--- src/rtl/strobe_period_meter_pkg.sv ---
// Shared types for the strobe period meter: FSM state encoding.
package strobe_period_meter_pkg;

    typedef enum logic [1:0] {
        ST_IDLE    = 2'd0,
        ST_ARM     = 2'd1,
        ST_MEASURE = 2'd2,
        ST_TIMEOUT = 2'd3
    } meter_state_e;

endpackage

--- src/rtl/sync_edge_detect.sv ---
// Synchronizes an asynchronous level and emits a registered one-cycle pulse on its rising edge.
// rise_o goes high SYNC_STAGES+1 edges after d_i is first sampled high; rst wipes all history.
module sync_edge_detect #(
    parameter int SYNC_STAGES = 2
) (
    input  logic clk,
    input  logic rst,
    input  logic d_i,
    output logic rise_o
);
    logic [SYNC_STAGES-1:0] sync_q;
    logic                   sync_dly_q;
    logic                   rise_q;

    always_ff @(posedge clk) begin
        if (rst) begin
            sync_q     <= '0;
            sync_dly_q <= 1'b0;
            rise_q     <= 1'b0;
        end else begin
            sync_q     <= {sync_q[SYNC_STAGES-2:0], d_i};
            sync_dly_q <= sync_q[SYNC_STAGES-1];
            rise_q     <= sync_q[SYNC_STAGES-1] & ~sync_dly_q;
        end
    end

    assign rise_o = rise_q;

endmodule

--- src/rtl/strobe_period_meter.sv ---
// Measures rising-edge spacing of an asynchronous strobe: period, block average, lock and stall timeout.
// period_valid lands SYNC_STAGES+2 cycles after the strobe is first sampled high; no backpressure.
module strobe_period_meter #(
    parameter int WIDTH       = 32,
    parameter int SYNC_STAGES = 2,
    parameter int TIMEOUT     = 100_000_000,
    parameter int AVG_LOG2    = 2,
    parameter int TOLERANCE   = 1,
    parameter int LOCK_COUNT  = 4
) (
    input  logic             clk,
    input  logic             rst,
    input  logic             enable,
    input  logic             strobe_in,
    output logic [WIDTH-1:0] period,
    output logic             period_valid,
    output logic [WIDTH-1:0] avg_period,
    output logic             avg_valid,
    output logic             locked,
    output logic             timeout
);
    import strobe_period_meter_pkg::*;

    localparam int ACC_W = WIDTH + AVG_LOG2;
    localparam int BLK_W = (AVG_LOG2 > 0) ? AVG_LOG2 : 1;
    localparam int STB_W = $clog2(LOCK_COUNT + 1);

    meter_state_e     state_q, state_d;
    logic [WIDTH-1:0] cnt_q, cnt_d;
    logic [WIDTH-1:0] period_q, period_d;
    logic             pv_q, pv_d;
    logic [WIDTH-1:0] avg_q, avg_d;
    logic             av_q, av_d;
    logic             locked_q, locked_d;
    logic             timeout_q, timeout_d;
    logic [ACC_W-1:0] acc_q, acc_d;
    logic [BLK_W-1:0] blk_q, blk_d;
    logic [STB_W-1:0] stable_q, stable_d;
    logic             prev_vld_q, prev_vld_d;

    logic             clr;
    logic             rise;
    logic [ACC_W-1:0] acc_sum;
    logic [WIDTH-1:0] abs_diff;
    logic             stable_ok;
    logic             blk_last;

    assign clr = rst | ~enable;

    sync_edge_detect #(
        .SYNC_STAGES (SYNC_STAGES)
    ) u_sync (
        .clk    (clk),
        .rst    (clr),
        .d_i    (strobe_in),
        .rise_o (rise)
    );

    // period_q doubles as the previous period for the lock comparison.
    assign acc_sum   = acc_q + ACC_W'(cnt_q);
    assign abs_diff  = (cnt_q >= period_q) ? (cnt_q - period_q) : (period_q - cnt_q);
    assign stable_ok = prev_vld_q && (abs_diff <= WIDTH'(TOLERANCE));
    assign blk_last  = (blk_q == BLK_W'((1 << AVG_LOG2) - 1));

    always_comb begin
        state_d    = state_q;
        cnt_d      = cnt_q;
        period_d   = period_q;
        pv_d       = 1'b0;
        avg_d      = avg_q;
        av_d       = 1'b0;
        locked_d   = locked_q;
        timeout_d  = timeout_q;
        acc_d      = acc_q;
        blk_d      = blk_q;
        stable_d   = stable_q;
        prev_vld_d = prev_vld_q;
        unique case (state_q)
            ST_IDLE: state_d = ST_ARM;
            ST_ARM: begin
                if (rise) begin
                    cnt_d   = WIDTH'(1);
                    state_d = ST_MEASURE;
                end
            end
            ST_MEASURE: begin
                if (rise) begin
                    period_d   = cnt_q;
                    pv_d       = 1'b1;
                    cnt_d      = WIDTH'(1);
                    prev_vld_d = 1'b1;
                    if (blk_last) begin
                        avg_d = WIDTH'(acc_sum >> AVG_LOG2);
                        av_d  = 1'b1;
                        acc_d = '0;
                        blk_d = '0;
                    end else begin
                        acc_d = acc_sum;
                        blk_d = blk_q + BLK_W'(1);
                    end
                    if (!stable_ok)
                        stable_d = '0;
                    else if (stable_q != STB_W'(LOCK_COUNT))
                        stable_d = stable_q + STB_W'(1);
                    locked_d = (stable_d == STB_W'(LOCK_COUNT));
                end else if (cnt_q == WIDTH'(TIMEOUT)) begin
                    state_d    = ST_TIMEOUT;
                    timeout_d  = 1'b1;
                    locked_d   = 1'b0;
                    period_d   = '0;
                    acc_d      = '0;
                    blk_d      = '0;
                    stable_d   = '0;
                    prev_vld_d = 1'b0;
                end else begin
                    cnt_d = cnt_q + WIDTH'(1);
                end
            end
            ST_TIMEOUT: begin
                if (rise) begin
                    timeout_d = 1'b0;
                    cnt_d     = WIDTH'(1);
                    state_d   = ST_MEASURE;
                end
            end
        endcase
    end

    always_ff @(posedge clk) begin
        if (clr) begin
            state_q    <= ST_IDLE;
            cnt_q      <= '0;
            period_q   <= '0;
            pv_q       <= 1'b0;
            avg_q      <= '0;
            av_q       <= 1'b0;
            locked_q   <= 1'b0;
            timeout_q  <= 1'b0;
            acc_q      <= '0;
            blk_q      <= '0;
            stable_q   <= '0;
            prev_vld_q <= 1'b0;
        end else begin
            state_q    <= state_d;
            cnt_q      <= cnt_d;
            period_q   <= period_d;
            pv_q       <= pv_d;
            avg_q      <= avg_d;
            av_q       <= av_d;
            locked_q   <= locked_d;
            timeout_q  <= timeout_d;
            acc_q      <= acc_d;
            blk_q      <= blk_d;
            stable_q   <= stable_d;
            prev_vld_q <= prev_vld_d;
        end
    end

    assign period       = period_q;
    assign period_valid = pv_q;
    assign avg_period   = avg_q;
    assign avg_valid    = av_q;
    assign locked       = locked_q;
    assign timeout      = timeout_q;

endmodule

--- config.mk ---
export PLATFORM = sky130hd
export DESIGN_NAME = strobe_period_meter
export DESIGN_NICKNAME = d
export VERILOG_FILES = /design/src/rtl/strobe_period_meter_pkg.sv /design/src/rtl/sync_edge_detect.sv /design/src/rtl/strobe_period_meter.sv
export SDC_FILE = /design/constraint.sdc
export NUM_CORES = 1
export LEC_CHECK = 0
export BUFFER_PORTS_ARGS = -buffer_cell sky130_fd_sc_hd__buf_4
export CORE_AREA = 3 3 171 173
export CTS_CLUSTER_DIAMETER = 150
export CTS_CLUSTER_SIZE = 12
export DETAILED_ROUTE_END_ITERATION = 16
export DIE_AREA = 0 0 174 176
export PLACE_DENSITY = 0.62
export SETUP_SLACK_MARGIN = 0.2
export SLEW_MARGIN = 5
export SYNTH_ARGS = -nofsm -noshare
export SYNTH_HDL_FRONTEND = slang
export SYNTH_HIERARCHICAL = 1
export SYNTH_SLANG_ARGS = --single-unit
--- constraint.sdc ---
create_clock -name clk -period 8.4 [get_ports clk]
set_input_delay 1.26 -clock clk [delete_from_list [all_inputs] [get_ports clk]]
set_output_delay 1.26 -clock clk [all_outputs]
set_load 0.005 [all_outputs]
==> Word level (Yosys, flattened, before mapping) <==
Index checks and enable logic that the tools add are counted.
{ "op_classes": {"n_addsub": 6, "n_lt_le_gt_ge": 2, "n_eq_ne": 12, "muxes": 32, "bitwise_logic": 6, "reduce_logical": 13} }
{ "ops": {"columns": ["cell", "n"], "rows": [
  ["$mux 32", 6],
  ["$mux 34", 3],
  ["$pmux 32 s2", 1],
  ["$sub 32x32->32", 2],
  ["$add 34x32->34", 1],
  ["$add 32x1->32 const B", 1],
  ["$eq 32x27->1 const B", 1],
  ["$ge 32x32->1", 1],
  ["$le 32x1->1 const B", 1],
  ["$mux 3", 6],
  ["$mux 2", 6],
  ["$reduce_and 3->1", 3],
  ["$mux 1", 8],
  ["$eq 2x2->1 const B", 3],
  ["$pmux 2 s3", 1],
  ["$reduce_bool 2->1", 3],
  ["$ne 2x1->1 const B", 2],
  ["$ne 2x2->1 const B", 2],
  ["$not 1->1", 4],
  ["$reduce_and 4->1", 1],
  ["$reduce_or 2->1", 2],
  ["$add 3x1->3 const B", 1],
  ["$eq 3x3->1 const B", 1],
  ["$ne 3x2->1 const B", 1],
  ["other kinds (10)", 10]
]} }
{ "totals": {"reg_bits": 146, "out_inout_bits": 68} }

==> Longest topological paths before layout <==
{ "logic_depth": {"ltp_word": 9, "mapped_depth": 17, "mapped_depth_nobuf": 15} }

==> Cells and area by module <==
Netlist, hierarchy kept.
{ "modules_own_cells": {"columns": ["mod", "instances", "cells_each", "area_per_inst_um2", "seq_area_each_um2"], "rows": [
  ["strobe_period_meter", 1, 1434, 10928.0, 2842.7],
  ["sync_edge_detect", 1, 8, 111.4, 80.1]
]} }

==> Least setup slack after synthesis <==
No wires, ideal clock.
{ "synth_path": {"path_kind": "reg-to-reg", "start": "register cnt_q[0]", "end": "register stable_q[2]", "setup_ns": 0.070, "arrival_ns": 3.260, "t_required_ns": 8.330, "path_slack_ns": 5.070, "stages_incl_launch_ff": 16, "synth_period_minus_slack_ns": 3.330, "path_cell_list": "dfxtp_1 inv_1 ha_1 inv_1 fa_1 a211oi_4 o21a_2 o21ai_2 o211a_1 or3_1 a221o_1 nor4_2 o2111ai_1 nor4_4 nand4_1 a21oi_1"} }
{ "synth_via": {"elab_chain_len": 8, "word_cells_on_any_way": 13, "cone_classes": "2 x add/sub; 2 x order compare; 1 x eq/ne; 5 x mux; 3 x reduce/logical"} }
{ "synth_rtl": {"columns": ["element", "line_no", "source"], "rows": [
  ["start: declaration", "strobe_period_meter.sv:29", "logic [WIDTH-1:0] cnt_q, cnt_d;"],
  ["start signal: assignment", "strobe_period_meter.sv:145", "cnt_q <= cnt_d;"],
  ["$sub 32x32->32 / $ge 32x32->1 (equally long branches)", "strobe_period_meter.sv:61", "assign abs_diff = (cnt_q >= period_q) ? (cnt_q - period_q) : (period_q - cnt_q);"],
  ["$mux 32", "strobe_period_meter.sv:61", null],
  ["$le 32x1->1", "strobe_period_meter.sv:62", "assign stable_ok = prev_vld_q && (abs_diff <= WIDTH'(TOLERANCE));"],
  ["$logic_and 1x1->1", "strobe_period_meter.sv:62", null],
  ["$mux 3", "strobe_period_meter.sv:101", "if (!stable_ok)"],
  ["$mux 3", "strobe_period_meter.sv:87", "if (rise) begin"],
  ["$mux 3", "strobe_period_meter.sv:78", "unique case (state_q)"],
  ["$mux 3", "strobe_period_meter.sv:87", null],
  ["end signal: assignment", "strobe_period_meter.sv:154", "stable_q <= stable_d;"],
  ["end: declaration", "strobe_period_meter.sv:38", "logic [STB_W-1:0] stable_q, stable_d;"]
]} }
Several ways; a longest one is shown, not always the timed one. The select of a mux whose other input is x is not followed.
A chain may end at the register's enable or synchronous reset.

==> Worst setup path in the final report <==
{ "layout_path": {"start": "register cnt_q[0]", "end": "register stable_q[0]"} }
The elaborated chain is that of the path after synthesis.

==> results.cfg <==
[die]
io_pins = 72
initial_core_util = 0.397
fp.dieW_um = 174
die_area_sq_um = 30600
rows = 61
core-area_sq_um = 27800
die_h_um = 176

[finish]
layout.cells.non_filler = 1869
final_cell_mix = nand2_1, dfxtp_1, a21oi_1, nor2_1, ha_1
fill_cells = 2854
fin_nets = 1585
area_delta_synth_final_pct = 12.5
drive_above_1_share = 0.107
final_common_cell = nand2_1
finalCoreUtilization = 0.447
antennaDiodeCount = 0

[synthesis]
synth-simple-area-share = 0.211
synth.area.mux_share = 0.00385
synth_xor_area_frac = 0.0619
ys_ff_latch = 146
synth_top_area_share = 0.265
synth_compound_area_frac = 0.277
synth.avg_cell_area_sq_um = 7.66
synth_fa_ha_area_frac = 0.119
syn_nets = 1549
synth_top_area_cell = dfxtp_1
netlist_instances = 1442
synthFlopType = dfxtp_1
yosysSeqAreaShare = 0.265
syn-cell-area_sq_um = 11000
synth_cell_type_count = 87
synth_edf_count = 0
async_flop_share = 0
yosys_warnings = 6
synthTopCellsByArea = dfxtp_1, ha_1, a21oi_1
synth_top_family_by_area = compound AO/OA/AOI/OAI gates

[global_routing]
grt_start_max_net_pins = 77
grt_usage = 0.215
grt_overflow = 0
grt_pass1_wl_um = 53700
antenna_found_initial = 0
grt_pass1_vias = 10100

[clock_tree]
cts_root_buf = clkbuf_16
numCtsBuffers = 17
ctsHoldBuffers = 0
cts_tree = done
cts_buffer_depth = 2
worstSkewPairLatency_ns = 0.43
cts_sinks = 146
ctsResizeCount = 0
cts_setup_buffers = 0
h-tree-depth = 4
clk_pin_slew_ns = 0.06

[placement]
placedCellCount = 1837
io_buffers = 71
detailed_place_hpwl_um = 25900
dp_slack_ns = 4.38
routabilityCongestion = 0.965

[timing]
hold_viol_final = 0
worst_slew_pin_slew_ns = 1.15
setup_viol = 0
max_freq_mhz = 244
fin_ws_ns = 4.29
tns_ns = 0
rsz0062_at_grt = false
skew_ns = 0.0190
fin_crit_sh = 0.489
slew_headroom = 0.234
slew_violations = 0
period_needed_ns = 4.11

[routing]
via_per_inst = 5.69
wl_per_cell_um = 18.0
dr_total_vias = 10600
totalWireLength_um = 33600
drt_iter0_markers = 909
ant_nets = 0
drcViolationCount = 0
first_pass_iters = 5

[worst_setup_path]
cpPeakStageDelay_ns = 0.60
cp.required_ns = 8.76
crit_slowest_cell = a2111oi_0
startpoint_type = register
cpLargestDelayFamily = compound AO/OA/AOI/OAI gates
endpoint_kind = register
worstPathCellList = inv_1 > ha_1 > inv_1 > fa_1 > a211oi_4 > o21ai_0 > a21boi_1 > o221ai_2 > o21a_1 > or3_1 > nor3_1 > o21ai_0 > a2111oi_0 > o211ai_1 > nand2_1
critPathArrivalTime_ns = 4.47
cp_max_fo = 15
path_buf_inv = 2
path_class = reg -> reg

[min_path]
min_path_type = reg -> reg

[flow_run]
drv_cap = 0

[outcome]
status = completed

[power_and_ir_drop]
p_per_area_nw_per_um2 = 124
p_leak_nw = 5.23
ir_drop_uv = 135
==> synthesized netlist by cell type (21+ instances only) <==
cell,count
inv_1,94
nand2_1,175
xnor2_1,58
a21oi_1,140
a211oi_1,21
clkbuf_1,37
ha_1,100
nand4_1,27
nor2_1,137
a22oi_1,26
a21o_1,35
dfxtp_1,146
o21ai_0,83
nand3_1,26
==> worst paths after layout <==
check                        endpoint  cells after the start  slack, ns                         start
max          stable_q[0]$_SDFFE_PP0P_                     15       4.29         cnt_q[0]$_SDFFE_PP0P_
min          u_sync/rise_o$_SDFF_PP0_                      1       0.40  u_sync/sync_dly_q$_SDFF_PP0_
max reg2reg  stable_q[0]$_SDFFE_PP0P_                     15       4.29         cnt_q[0]$_SDFFE_PP0P_
min reg2reg  u_sync/rise_o$_SDFF_PP0_                      1       0.40  u_sync/sync_dly_q$_SDFF_PP0_
==> state kept, by name, indices dropped and copies added (netlist names), 2 cells and up <==
signal / flops
state_q: 2
blk_q: 2
u_sync/sync_q: 2
stable_q: 3
avg_period: 32
period: 32
acc_q: 34
cnt_q: 32
==> per-stage QoR <==
step / area [sq um] / hold WS, ns / total power (W)
finish: 12400 / 0.400 / 0.00154
global route: 12400 / 0.413 / 0.00159
CTS: 12400 / 0.401 / 0.00156
detailed placement: 11800 / 0.392 / 0.000749
global placement: 11800 / 0.398 / 0.000750
floorplan: 11000 / 0.390 / 0.000737
==> power breakdown <==
group	internal [W]	total, W	leakage [nW]	switching [W]
combinational	0.0000119	0.0000398	3.76	0.0000279
sequential	0.000693	0.000694	1.18	0.00000130
clock	0.000475	0.000810	0.292	0.000336
total	0.00118	0.00154	5.23	0.000365
==> logic make-up after synthesis <==
family	Yosys count
AND/OR/NAND/NOR	490
flip-flops	146
buffers and inverters	160
XOR/XNOR	78
multiplexers	4
AO/OA/AOI/OAI	461
adder cells (fa/ha/maj)	103
==> final cells by class <==
| cell class | instances | area [sq um] | share of cell area |
|---|---|---|---|
| multi-input cells | 1136 | 7440 | 0.599 |
| repair buffers | 83 | 623 | 0.0502 |
| inverters | 94 | 353 | 0.0284 |
| well taps | 378 | 473 | 0.0381 |
| clock inverters | 13 | 176 | 0.0142 |
| flip-flops and latches | 146 | 2920 | 0.235 |
| clock buffers | 19 | 433 | 0.0349 |
==> layer usage <==
metal / routed length [um] / vias up / track usage / part of all wire
met5: 0 / - / 0 / 0
li1: - / 5219 / - / -
met2: 15300 / 353 / 0.356 / 0.46
met4: 722 / 0 / 0.0670 / 0.021
met1: 15700 / 5004 / 0.296 / 0.47
met3: 1890 / 56 / 0.0211 / 0.056
Power figures use the tool's default switching activity.
